## config.mk

```make
export PLATFORM = sky130hd
export DESIGN_NAME = alu_issue_stage
export DESIGN_NICKNAME = d
export VERILOG_FILES = /design/src/rtl/alu_issue_stage_pkg.sv /design/src/rtl/alu_decoder.sv /design/src/rtl/alu_issue_stage.sv
export SDC_FILE = /design/constraint.sdc
export NUM_CORES = 1
export LEC_CHECK = 0
export ABC_AREA = 0
export BUFFER_PORTS_ARGS = -buffer_cell sky130_fd_sc_hd__buf_2
export CAP_MARGIN = 5
export CORE_ASPECT_RATIO = 1.25
export CORE_MARGIN = 3
export CORE_UTILIZATION = 47
export CTS_CLUSTER_SIZE = 20
export DETAILED_ROUTE_END_ITERATION = 8
export GPL_TIMING_DRIVEN = 0
export PLACE_DENSITY = 0.93
export SLEW_MARGIN = 20
export SYNTH_ARGS = -nofsm -noshare
export SYNTH_HDL_FRONTEND = slang
export SYNTH_SLANG_ARGS = --single-unit
```

## constraint.sdc

```tcl
create_clock -name clk_i -period 3.4 [get_ports clk_i]
set_input_delay 0.68 -clock clk_i [delete_from_list [all_inputs] [get_ports clk_i]]
set_output_delay 0.68 -clock clk_i [all_outputs]
set_load 0.005 [all_outputs]
```

## src/rtl/alu_issue_stage_pkg.sv

```systemverilog
// alu_issue_stage_pkg: ALU operation codes and RV32I opcodes shared by the decoder, issue stage and ALU.
package alu_issue_stage_pkg;
  typedef enum logic [3:0] {
    ALU_ADD     = 4'b0000,
    ALU_SUB     = 4'b1000,
    ALU_SLL     = 4'b0001,
    ALU_SLT     = 4'b0010,
    ALU_SLTU    = 4'b0011,
    ALU_XOR     = 4'b0100,
    ALU_SRL     = 4'b0101,
    ALU_SRA     = 4'b1101,
    ALU_OR      = 4'b0110,
    ALU_AND     = 4'b0111,
    ALU_ILLEGAL = 4'b1111
  } alu_op_e;
  localparam logic [6:0] OPC_OP     = 7'b0110011;
  localparam logic [6:0] OPC_OP_IMM = 7'b0010011;
  localparam logic [6:0] OPC_LUI    = 7'b0110111;
  localparam logic [6:0] OPC_AUIPC  = 7'b0010111;
  localparam logic [6:0] OPC_LOAD   = 7'b0000011;
  localparam logic [6:0] OPC_STORE  = 7'b0100011;
  localparam logic [6:0] OPC_BRANCH = 7'b1100011;
  localparam logic [6:0] OPC_JAL    = 7'b1101111;
  localparam logic [6:0] OPC_JALR   = 7'b1100111;
endpackage

```

## src/rtl/alu_decoder.sv

```systemverilog
// alu_decoder: combinational RV32I decode into ALU operation, operands and destination register.
module alu_decoder import alu_issue_stage_pkg::*; #(
  parameter logic [3:0] ILLEGAL_OP   = ALU_ILLEGAL,
  parameter logic [3:0] BRANCH_OP_EQ = ALU_SUB
) (
  input  logic [31:0] instr,
  input  logic [31:0] pc,
  input  logic [31:0] rs1,
  input  logic [31:0] rs2,
  output logic [3:0]  op,
  output logic [31:0] op1,
  output logic [31:0] op2,
  output logic [4:0]  rd,
  output logic        illegal
);
  logic [2:0] funct3;
  logic [6:0] funct7;
  logic [4:0] dst;
  logic [31:0] imm_i, imm_s, imm_u;
  assign funct3 = instr[14:12];
  assign funct7 = instr[31:25];
  assign dst = instr[11:7];
  assign imm_i = {{20{instr[31]}}, instr[31:20]};
  assign imm_s = {{20{instr[31]}}, instr[31:25], instr[11:7]};
  assign imm_u = {instr[31:12], 12'b0};
  always_comb begin
    op = ILLEGAL_OP;
    op1 = '0;
    op2 = '0;
    rd = '0;
    illegal = 1'b1;
    case (instr[6:0])
      OPC_OP: if (funct7 == 7'h00 || (funct7 == 7'h20 && (funct3 == 3'b000 || funct3 == 3'b101))) begin
        op = {funct7[5], funct3};
        op1 = rs1;
        op2 = rs2;
        rd = dst;
        illegal = 1'b0;
      end
      OPC_OP_IMM: begin
        op = (funct3 == 3'b101 && funct7[5]) ? ALU_SRA : {1'b0, funct3};
        op1 = rs1;
        op2 = funct3[1:0] == 2'b01 ? {27'b0, instr[24:20]} : imm_i;
        rd = dst;
        illegal = 1'b0;
      end
      OPC_LUI, OPC_AUIPC: begin
        op = ALU_ADD;
        op1 = instr[5] ? '0 : pc;
        op2 = imm_u;
        rd = dst;
        illegal = 1'b0;
      end
      OPC_LOAD, OPC_STORE: begin
        op = ALU_ADD;
        op1 = rs1;
        op2 = instr[5] ? imm_s : imm_i;
        rd = instr[5] ? '0 : dst;
        illegal = 1'b0;
      end
      OPC_BRANCH: if (funct3[2:1] != 2'b01) begin
        op = !funct3[2] ? BRANCH_OP_EQ : funct3[1] ? ALU_SLTU : ALU_SLT;
        op1 = rs1;
        op2 = rs2;
        illegal = 1'b0;
      end
      OPC_JAL, OPC_JALR: begin
        op = ALU_ADD;
        op1 = pc;
        op2 = 32'd4;
        rd = dst;
        illegal = 1'b0;
      end
      default: ;
    endcase
  end
endmodule

```

## src/rtl/alu_issue_stage.sv

```systemverilog
// alu_issue_stage: decodes an RV32I instruction and holds the ALU operation in a one-entry
// register slice with valid/ready handshake, flush and synchronous reset.
module alu_issue_stage import alu_issue_stage_pkg::*; #(
  parameter logic [3:0] ILLEGAL_OP   = ALU_ILLEGAL,
  parameter logic [3:0] BRANCH_OP_EQ = ALU_SUB
) (
  input  logic        clk_i,
  input  logic        rst_i,
  input  logic        in_valid_i,
  output logic        in_ready_o,
  input  logic [31:0] instr_i,
  input  logic [31:0] pc_i,
  input  logic [31:0] rs1_data_i,
  input  logic [31:0] rs2_data_i,
  input  logic        flush_i,
  output logic        out_valid_o,
  input  logic        out_ready_i,
  output logic [31:0] alu_op1_o,
  output logic [31:0] alu_op2_o,
  output logic [3:0]  alu_operation_o,
  output logic [4:0]  rd_o,
  output logic        illegal_o
);
  typedef enum logic {EMPTY, FULL} state_e;
  state_e state, state_nxt;
  logic [3:0] dec_op;
  logic [31:0] dec_op1, dec_op2;
  logic [4:0] dec_rd;
  logic dec_illegal, accept;
  alu_decoder #(.ILLEGAL_OP(ILLEGAL_OP), .BRANCH_OP_EQ(BRANCH_OP_EQ)) u_dec (
    .instr(instr_i),
    .pc(pc_i),
    .rs1(rs1_data_i),
    .rs2(rs2_data_i),
    .op(dec_op),
    .op1(dec_op1),
    .op2(dec_op2),
    .rd(dec_rd),
    .illegal(dec_illegal)
  );
  assign out_valid_o = state == FULL;
  assign in_ready_o = !out_valid_o || out_ready_i;
  assign accept = in_valid_i && in_ready_o && !flush_i;
  always_comb begin
    state_nxt = flush_i ? EMPTY : (accept || (out_valid_o && !out_ready_i)) ? FULL : EMPTY;
  end
  always_ff @(posedge clk_i) begin
    if (rst_i) begin
      state <= EMPTY;
      alu_operation_o <= '0;
      alu_op1_o <= '0;
      alu_op2_o <= '0;
      rd_o <= '0;
      illegal_o <= 1'b0;
    end else begin
      state <= state_nxt;
      if (accept) begin
        alu_operation_o <= dec_op;
        alu_op1_o <= dec_op1;
        alu_op2_o <= dec_op2;
        rd_o <= dec_rd;
        illegal_o <= dec_illegal;
      end
    end
  end
endmodule
```

==> Word level (Yosys, flattened, before mapping) <==
Cells that the tools add are included.
{ "word_totals": {"word_cells": 63, "ff_bits": 75, "inputBits": 133} }
{ "op_classes": {"reduce_logical": 22, "mux": 22, "eq_ne": 13} }
{ "ops": {"columns": ["cell", "count"], "rows": [
  ["two-way mux 32 bit", 6],
  ["case mux 32 bit (6 select lines)", 1],
  ["case mux 32 bit (5 select lines)", 1],
  ["== test 7 x 6 -> 1 bit (second input constant)", 4],
  ["== test 7 bit (second input constant)", 3],
  ["two-way mux 4 bit", 4],
  ["case mux 4 bit (4 select lines)", 1],
  ["two-way mux 5 bit", 3],
  ["case mux 5 bit (3 select lines)", 1],
  ["== test 7 x 5 -> 1 bit (second input constant)", 2],
  ["OR reduction 2 bit", 4],
  ["== test 7 x 2 -> 1 bit (second input constant)", 1],
  ["logical NOT 7 bit", 1],
  ["OR reduction 7 bit", 1],
  ["OR reduction 6 bit", 1],
  ["logical AND 1 bit", 5],
  ["OR reduction 5 bit", 1],
  ["logical OR 1 bit", 4],
  ["two-way mux 1 bit", 4],
  ["== test 3 bit (second input constant)", 1],
  ["logical NOT 1 bit", 3],
  ["logical NOT 3 bit", 1],
  ["case mux 1 bit (3 select lines)", 1],
  ["OR reduction 3 bit", 1],
  ["other kinds (2)", 2]
]} }

==> Logic depth before layout (Yosys ltp) <==
Gate-level depths: netlist of run 1.
{ "logic_depth": {"ltp_word": 6, "ltp_mapped": 7} }

==> Cells and area by module <==
Synthesis of run 1 repeated with hierarchy kept, for this count alone.
{ "hier_totals": {"cells_unflattened": 477, "area_unflattened_um2": 4538.1} }
{ "by_module_without_submodules": {"columns": ["mod", "n_inst", "cells_each", "area_each_um2", "seq_area_each_um2"], "rows": [
  ["alu_issue_stage", 1, 326, 3413.3, 1501.4],
  ["alu_decoder", 1, 151, 1124.8, 0.0]
]} }

==> Worst setup path before layout of run 1 <==
No wires, ideal clock.
{ "synth_path": {"path_kind": "input -> register", "startpoint": "input instr_i[31]", "endpoint": "register alu_op1_o[10]", "t_required_ns": 3.314, "path_slack_ns": 1.375, "arrival_time_ns": 1.940, "stages": 6, "cell_sequence": "nor4_1 nand4_1 o211ai_1 buf_4 a222oi_1 a211oi_1"} }
{ "synth_via": {"elab_chain_cells": 5} }
{ "synth_rtl": {"columns": ["item", "line", "rtl"], "rows": [
  ["start: declaration", "alu_issue_stage.sv:11", "input logic [31:0] instr_i,"],
  ["== test 7 x 6 -> 1 bit", "alu_decoder.sv:33", "OPC_OP: if (funct7 == 7'h00 || (funct7 == 7'h20 && (funct3 == 3'b000 || funct3 == 3'b101))) begin"],
  ["logical AND 1 bit", "alu_decoder.sv:33", null],
  ["logical OR 1 bit *", "alu_decoder.sv:33", null],
  ["two-way mux 32 bit *", "alu_decoder.sv:33", null],
  ["case mux 32 bit (5 select lines) *", "alu_decoder.sv:32", "case (instr[6:0])"],
  ["end signal: assignment", "alu_issue_stage.sv:59", "alu_op1_o <= dec_op1;"],
  ["end: declaration", "alu_issue_stage.sv:18", "output logic [31:0] alu_op1_o,"]
]} }
Every way passes the cells marked *; elsewhere a longest branch is shown, timed or not.
A chain may end at the register's enable or synchronous reset.

==> Final worst setup path of run 1 <==
{ "layout_path": {"startpoint": "input instr_i[31]", "endpoint": "register alu_op1_o[3]"} }
Same word-level chain as after synthesis.

==> key figures, run 1 <==
Drt
  • Top Metal Used: met5
  • Initial DRC count: 410
  • Drt drc: 0
  • DRT Pass-1 Iters: 8
  • DR vias/cell: 6.15
  • Routed wl met3: 1280 um
  • Met2 Routed Length: 6440 um
  • M1 WL: 4870 um
  • Routed via count: 4329
  • Routed Wire Length: 12900 um
  • Routed len/inst: 18.4 um
  • Antenna-violating nets left: 0

Die
  • Die Ht: 103 um
  • Initial Util: 0.499
  • Total Die Area: 8680 sq um
  • Num rows: 34
  • Die W: 83.9 um
  • Total core area: 7150 sq um
  • Top Ports: 209

Synth
  • Post-synth top flop: dfxtp_1
  • Syn Std Cell Area: 3570 sq um
  • Proportion of synthesized area in mux cells: 0
  • Largest family of logic cells by synthesized area: compound AO/OA/AOI/OAI gates
  • #FFs+latches synth: 75
  • Synth Area in Adders: 0
  • Compound-Gate Fraction of Synth Area: 0.365
  • Synthesized area per cell: 9.10 sq um
  • Number of synthesized flops with an enable pin: 0
  • Synth async-reset ratio: 0
  • Synth cell types: 49
  • Syn nets: 525
  • XOR/XNOR Fraction of Synth Area: 0.00245
  • Seq/Total Area, Yosys: 0.421
  • Gate Count Post-Synth: 392
  • Post-Synth Simple-Gate Area: 0.149
  • YS warnings: 0

CTS
  • # clock sinks: 75
  • Cts bufs inserted: 9
  • # Post-CTS Setup Buffers: 0
  • CTS resizes: 0
  • Clk buf depth: 2
  • CTS tree: yes
  • H-Tree Depth: 3
  • Clk Latency, worst-skew pair: 0.35 ns
  • Clock transition at path regs: 0.08 ns
  • Hold-fix buffers at CTS: 0
  • CTS root buffer: clkbuf_8

Placement
  • Number of I/O port buffers: 206
  • Pre-CTS setup slack: 0.673 ns
  • Dpl hpwl: 10100 um
  • Area after DPL: 4710 sq um
  • GPL Wtd Cong: 0.932
  • Placed cells: 688

Layout
  • Non-Filler Instances: 704
  • Area grow syn2layout: 37.3%
  • Inserted Diodes: 0
  • Register Area: 1500 sq um
  • Fill count: 585
  • Share of layout cells above drive strength 1: 0.412
  • Multi-input logic area: 1850 sq um
  • Fin area: 4900 sq um
  • NumNets Final: 742

GRT
  • Gr usage total: 0.288
  • Number of global-route vias before repair: 4264
  • First-pass GRT wire length: 20200 um
  • Total gr overflow: 0
  • Antenna violations before repair: 1
  • Largest net degree at the start of global routing: 14

STA
  • Final period util: 0.716
  • Period minus WS final: 2.43 ns
  • Final Hold Viols: 0
  • Fmax: 411 MHz
  • Measured slew at the worst slew-check pin: 0.749 ns
  • Slew Limit Fails: 0
  • Final hold slack: 0.450 ns
  • Fin Setup TNS: 0 ns
  • Skew final: 0.00916 ns
  • Max-Slew Margin vs Limit: 0.498
  • RSZ-0062 raised after global routing: false
  • Final setup fails: 0
  • Final setup margin: 0.966 ns

Pwr
  • Comb pwr share: 0.119
  • Maximum VDD drop: 193 uV
  • Power density cells: 356 nW/um^2
  • Cell Int Power: 1.28 mW
  • Switching share of power: 0.264
  • Seq pwr share: 0.508
  • Clk pwr share: 0.373
  • LEAKAGE: 2.03 nW
  • Switch Pwr: 0.460 mW

Setup path
  • Critical Path End Type: flip-flop
  • Data arrival, critical path: 2.69 ns
  • Worst setup SP type: input port
  • Critical path fanouts, max: 10
  • Critical path class: input port to flip-flop
  • Required @ worst endpoint: 3.66 ns
  • Register-to-Register Path Depth: 5

Hold path
  • Hold crit path type: flip-flop to flip-flop
  • WHS Path Cells: 2

Job
  • Max cap viols: 0

Status
  • Status: finished, final reports clean
placed cells by master, fill, tap and decap left out, types with 7 or more instances in the layout:
cell      count
a211oi_1     48
a21oi_1       7
a221oi_1     24
a222oi_1     38
buf_2       212
buf_6         7
clkbuf_1     22
clkbuf_8     11
dfxtp_1      75
nand2_1      67
nor2_1       16
nor2b_1       7
o21ai_1      19
critical path: stages:
cell and delay [ns]:
buf_2 0.12, nor4_1 0.53, nand4_1 0.22, o211ai_1 0.51, buf_4 0.28, a222oi_1 0.11, a211oi_1 0.23
cell type report:
type,instances,area share
tap,90,0.0230
timing repair buffer,206,0.210
sequential,75,0.307
buffer,38,0.0437
clock buffer,11,0.0309
inverter,2,0.00153
clock inverter,5,0.00715
multi-input combinational,277,0.377
metrics by stage:
stage                      util  power, mW
after floorplan               -      0.990
after global placement    0.659       1.10
after detailed placement  0.659       1.11
after CTS                 0.685       1.75
after global routing      0.685       1.81
final                     0.685       1.74
Yosys cell counts, types with 3 or more instances:
master,instances,area [sq um]
nor2b_1,7,43.8
nor3_1,3,15.0
a211oi_1,48,360
a22o_1,6,52.6
nand2_1,67,251
o21ai_1,19,95.1
dfxtp_1,75,1500
o21ai_0,6,30.0
clkbuf_1,22,82.6
buf_2,6,30.0
buf_6,7,78.8
a221oi_1,24,210
a21oi_1,7,35.0
a222oi_1,38,380
buf_4,3,22.5
nor2_1,16,60.1
metal layers:
layer | global-route usage | vias up
met5 | 0 | -
met4 | 0.135 | 2
met3 | 0.0800 | 31
met2 | 0.518 | 293
met1 | 0.318 | 1999
li1 | - | 2004
kinds of logic after synthesis:
kind of cell / Yosys count
buf+inv: 40
compound gates: 164
xor+xnor: 1
flops: 75
simple gates: 112
final timing paths:
| check | slack, ns | startpoint | end |
|---|---|---|---|
| hold reg to reg | 0.45 | alu_op2_o[29]$_SDFFE_PP0P_ | alu_op2_o[29]$_SDFFE_PP0P_ |
| hold / removal | 0.45 | alu_op2_o[29]$_SDFFE_PP0P_ | alu_op2_o[29]$_SDFFE_PP0P_ |
| setup / recovery | 0.97 | instr_i[31] | alu_op1_o[3]$_SDFFE_PP0P_ |
| setup reg to reg | 1.27 | out_valid_o$_SDFF_PP0_ | alu_op2_o[0]$_SDFFE_PP0P_ |
power by group through the flow:
stage / Sequential, mW / Clock [mW] / Combinational, mW
2_1_floorplan: 0.907 / 0 / 0.0835
3_3_place_gp: 0.906 / 0 / 0.199
3_5_place_dp: 0.906 / 0 / 0.205
4_1_cts: 0.885 / 0.661 / 0.206
5_1_grt: 0.886 / 0.700 / 0.227
6_report: 0.885 / 0.649 / 0.208
flip-flops by register name (all words and copies together) (netlist names):
name,count
rd_o,5
illegal_o,1
alu_op2_o,32
alu_op1_o,32
out_valid_o,1
alu_operation_o,4
No activity file was read; power rests on OpenSTA's default activity.
==> run 2, diff against run 1 <==
--- a/config.mk
+++ b/config.mk
@@ -5,16 +5,16 @@
 export SDC_FILE = /design/constraint.sdc
 export NUM_CORES = 1
 export LEC_CHECK = 0
-export ABC_AREA = 0
+export ABC_AREA = 1
 export BUFFER_PORTS_ARGS = -buffer_cell sky130_fd_sc_hd__buf_2
 export CAP_MARGIN = 5
 export CORE_ASPECT_RATIO = 1.25
 export CORE_MARGIN = 3
-export CORE_UTILIZATION = 47
+export CORE_UTILIZATION = 46
 export CTS_CLUSTER_SIZE = 20
 export DETAILED_ROUTE_END_ITERATION = 8
 export GPL_TIMING_DRIVEN = 0
-export PLACE_DENSITY = 0.93
+export PLACE_DENSITY = 0.87
 export SLEW_MARGIN = 20
 export SYNTH_ARGS = -nofsm -noshare
 export SYNTH_HDL_FRONTEND = slang
==> constraint.sdc (replaced) <==
create_clock -name clk_i -period 2.21 [get_ports clk_i]
set_input_delay 0.442 -clock clk_i [delete_from_list [all_inputs] [get_ports clk_i]]
set_output_delay 0.442 -clock clk_i [all_outputs]
set_load 0.005 [all_outputs]
==> key figures, run 2 <==
Setup path
  • Critical path class: flip-flop to flip-flop
  • CP max stage cell: buf_2
  • Critical path's largest stage delay: 0.32 ns (-0.21 ns)
  • Cell Chain, Critical Path: inv_1 > nor2_1 > inv_1 > nand3_2 > inv_1 > buf_2 > buf_2 > nand2_1 > a21oi_1
  • Worst setup SP type: flip-flop
  • R2R Setup Slk: 0.27 ns (-1.00 ns)
  • Critical path fanouts, max: 10 (unchanged)
  • Worst path most repeated cell: inv_1
  • Critical Path End Type: flip-flop
  • Data arrival, critical path: 2.22 ns (-0.47 ns)
  • Required @ worst endpoint: 2.48 ns (-1.18 ns)

CTS
  • Cts bufs inserted: 9 (unchanged)
  • Clock transition at path regs: 0.06 ns (-0.02 ns)
  • # Post-CTS Setup Buffers: 0 (unchanged)
  • Hold-fix buffers at CTS: 0 (unchanged)
  • H-Tree Depth: 3 (unchanged)
  • CTS root buffer: clkbuf_16
  • Clk buf depth: 2 (unchanged)
  • Clk Latency, worst-skew pair: 0.34 ns (about the same)
  • # clock sinks: 75 (unchanged)
  • CTS tree: yes
  • CTS resizes: 0 (unchanged)

Placement
  • Number of I/O port buffers: 207 (+0.49%)
  • Area after DPL: 6790 sq um (+44%)
  • GPL Wtd Cong: 0.940 (+0.83%)
  • Placed cells: 1344 (+95%)
  • Dpl hpwl: 15600 um (+55%)

Die
  • Num rows: 44 (+29%)
  • Die W: 104 um (+24%)
  • Total core area: 11700 sq um (+64%)
  • Die Ht: 129 um (+25%)
  • Total Die Area: 13400 sq um (+55%)
  • Top Ports: 209 (unchanged)
  • Initial Util: 0.474 (-0.0255)

STA
  • Final Hold Viols: 0 (unchanged)
  • Skew final: 0.00238 ns (-0.00678 ns)
  • Fmax: 514 MHz
  • Final period util: 0.880
  • Period minus WS final: 1.94 ns
  • RSZ-0062 raised after global routing: false
  • Slew Limit Fails: 0 (unchanged)
  • Fin Setup TNS: 0 ns (unchanged)
  • Max-Slew Margin vs Limit: 0.536 (+0.0378)
  • Measured slew at the worst slew-check pin: 0.696 ns (-0.0535 ns)
  • Final hold slack: 0.276 ns (-0.175 ns)
  • Final setup fails: 0 (unchanged)

Layout
  • NumNets Final: 1327 (+79%)
  • Multi-input logic area: 3420 sq um (+85%)
  • Fin area: 7120 sq um (+45%)
  • Share of layout cells above drive strength 1: 0.240 (-0.172)
  • Fill count: 1183 (+100%)
  • Area grow syn2layout: 28.2%
  • Most common cell after layout, fill and taps aside: nand2_1
  • Most frequent cells in the layout: nand2_1, buf_2, nor2_1
  • Inserted Diodes: 0 (unchanged)
  • Largest regs: alu_op1_o: 32 flops, alu_op2_o: 32 flops, rd_o: 5 flops
  • Register Area: 1500 sq um (unchanged)
  • Non-Filler Instances: 1359 (+93%)

Pwr
  • Switch Pwr: 0.935 mW (+100%)
  • Switching share of power: 0.265 (+0.00156)
  • LEAKAGE: 3.46 nW (+70%)
  • Cell Int Power: 2.59 mW (+100%)
  • Total power draw: 3.52 mW (+100%)
  • Maximum VDD drop: 372 uV (+92%)
  • Comb pwr share: 0.150 (+0.031)
  • Power density cells: 495 nW/um^2 (+39%)
  • Clk pwr share: 0.461 (+0.088)
  • Seq pwr share: 0.389 (-0.119)

GRT
  • First-pass GRT wire length: 32300 um (+60%)
  • Met1 GRT Util: 0.354 (+0.0359)
  • Antenna violations before repair: 1 (unchanged)
  • Total gr overflow: 0 (unchanged)
  • Met2 GRT Util: 0.510 (-0.00780)
  • Global route hottest layer: met2
  • Number of global-route vias before repair: 6692 (+57%)
  • Met3 Track Usage GR: 0.0728 (-0.00728)
  • Largest net degree at the start of global routing: 13 (-1)
  • Gr usage total: 0.293 (+0.00462)

Drt
  • Routed Wire Length: 20600 um (+59%)
  • Initial DRC count: 752 (+83%)
  • Routed len/inst: 15.1 um (-18%)
  • Drt drc: 0 (unchanged)
  • DRT Pass-1 Iters: 6 (-2)
  • Routed via count: 7483 (+73%)
  • Antenna-violating nets left: 0 (unchanged)
  • DR vias/cell: 5.51 (-10%)

Synth
  • Seq/Total Area, Yosys: 0.270 (-0.150)
  • #FFs+latches synth: 75 (unchanged)
  • Most frequent cells after synthesis: nand2_1, nor2_1, a21oi_1
  • Gate Count Post-Synth: 976 (+150%)
  • Cell taking the most area after synthesis: dfxtp_1
  • Post-synth top flop: dfxtp_1
  • Syn nets: 1109 (+110%)
  • Share of the synthesized area in the top cell type: 0.270 (-0.150)
  • Number of synthesized flops with an enable pin: 0 (unchanged)
  • Synthesized area per cell: 5.69 sq um (-37%)
  • Syn Std Cell Area: 5560 sq um (+56%)
  • YS warnings: 0 (unchanged)
  • Most common cell in the netlist: nand2_1
  • Synth async-reset ratio: 0 (unchanged)
  • Top cells by area, synth: dfxtp_1, nand2_1, a21oi_1
  • Synth cell types: 28 (-43%)

Hold path
  • Hold crit path type: input port to flip-flop

Job
  • Max cap viols: 0 (unchanged)

Status
  • Status: finished, final reports clean
-- run 2: changes by cell type after synthesis, sizes merged, moves of 22 or more --
| cell | delta |
|---|---|
| a211oi | -47 |
| a21oi | +93 |
| a221oi | -24 |
| a222oi | -38 |
| buf | +32 |
| inv | +63 |
| nand2 | +258 |
| nand3 | +88 |
| nand4 | +58 |
| nor2 | +104 |
| o21ai | +22 |
-- run 2: kinds of logic (layout without fill, tap and decap cells) --
kind of cell / count (synthesis) / in the layout / share of synthesized area
AO/OA/AOI/OAI: 164 / 164 / 0.154
flip-flops: 75 / 75 / 0.270
AND/OR/NAND/NOR: 596 / 596 / 0.462
buffers and inverters: 141 / 363 / 0.114
-- run 2: layout make-up --
class | count | share of cell area
multi-input cells | 760 | 0.480
inverters | 65 | 0.0343
plain buffers | 76 | 0.0548
clock buffers | 11 | 0.0355
well taps | 161 | 0.0283
repair buffers | 207 | 0.146
flip-flops and latches | 75 | 0.211
clock inverters | 4 | 0.0104
-- run 2: final timing paths --
check,startpoint,to,cells after the start
setup reg to reg,out_valid_o$_SDFF_PP0_,alu_op1_o[30]$_SDFFE_PP0P_,9
hold / removal,flush_i,out_valid_o$_SDFF_PP0_,2
hold reg to reg,alu_op2_o[8]$_SDFFE_PP0P_,alu_op2_o[8]$_SDFFE_PP0P_,2
setup / recovery,out_valid_o$_SDFF_PP0_,alu_op1_o[30]$_SDFFE_PP0P_,9
-- run 2: worst max-delay path, delay by kind of cell (launching register included) --
family / cells / cell delay, ns
DFF: 1 / 0.31
and+or+nand+nor: 3 / 0.46
AOI/OAI and AO/OA: 1 / 0.13
buffers and inverters: 5 / 0.97
-- run 2: per-stage QoR --
step                       util  worst slack, ns
after floorplan               -            0.729
after global routing      0.607            0.112
after CTS                 0.607            0.297
after detailed placement  0.579            0.138
after global placement    0.579            0.129
final                     0.607            0.266
-- run 2: layer usage --
metal  share of wire  vias to the layer above
met4           0.036                        0
met3           0.095                       54
met1            0.39                     3379
met5               0                        -
li1                -                     3632
met2            0.48                      418
-- run 2: power groups by stage --
stage               Clock (mW)  Combinational (mW)  Sequential (mW)
floorplan                    0               0.247             1.40
global placement             0               0.511             1.40
detailed placement           0               0.516             1.40
CTS                       1.64               0.519             1.37
global route              1.70               0.581             1.37
finish                    1.62               0.527             1.37
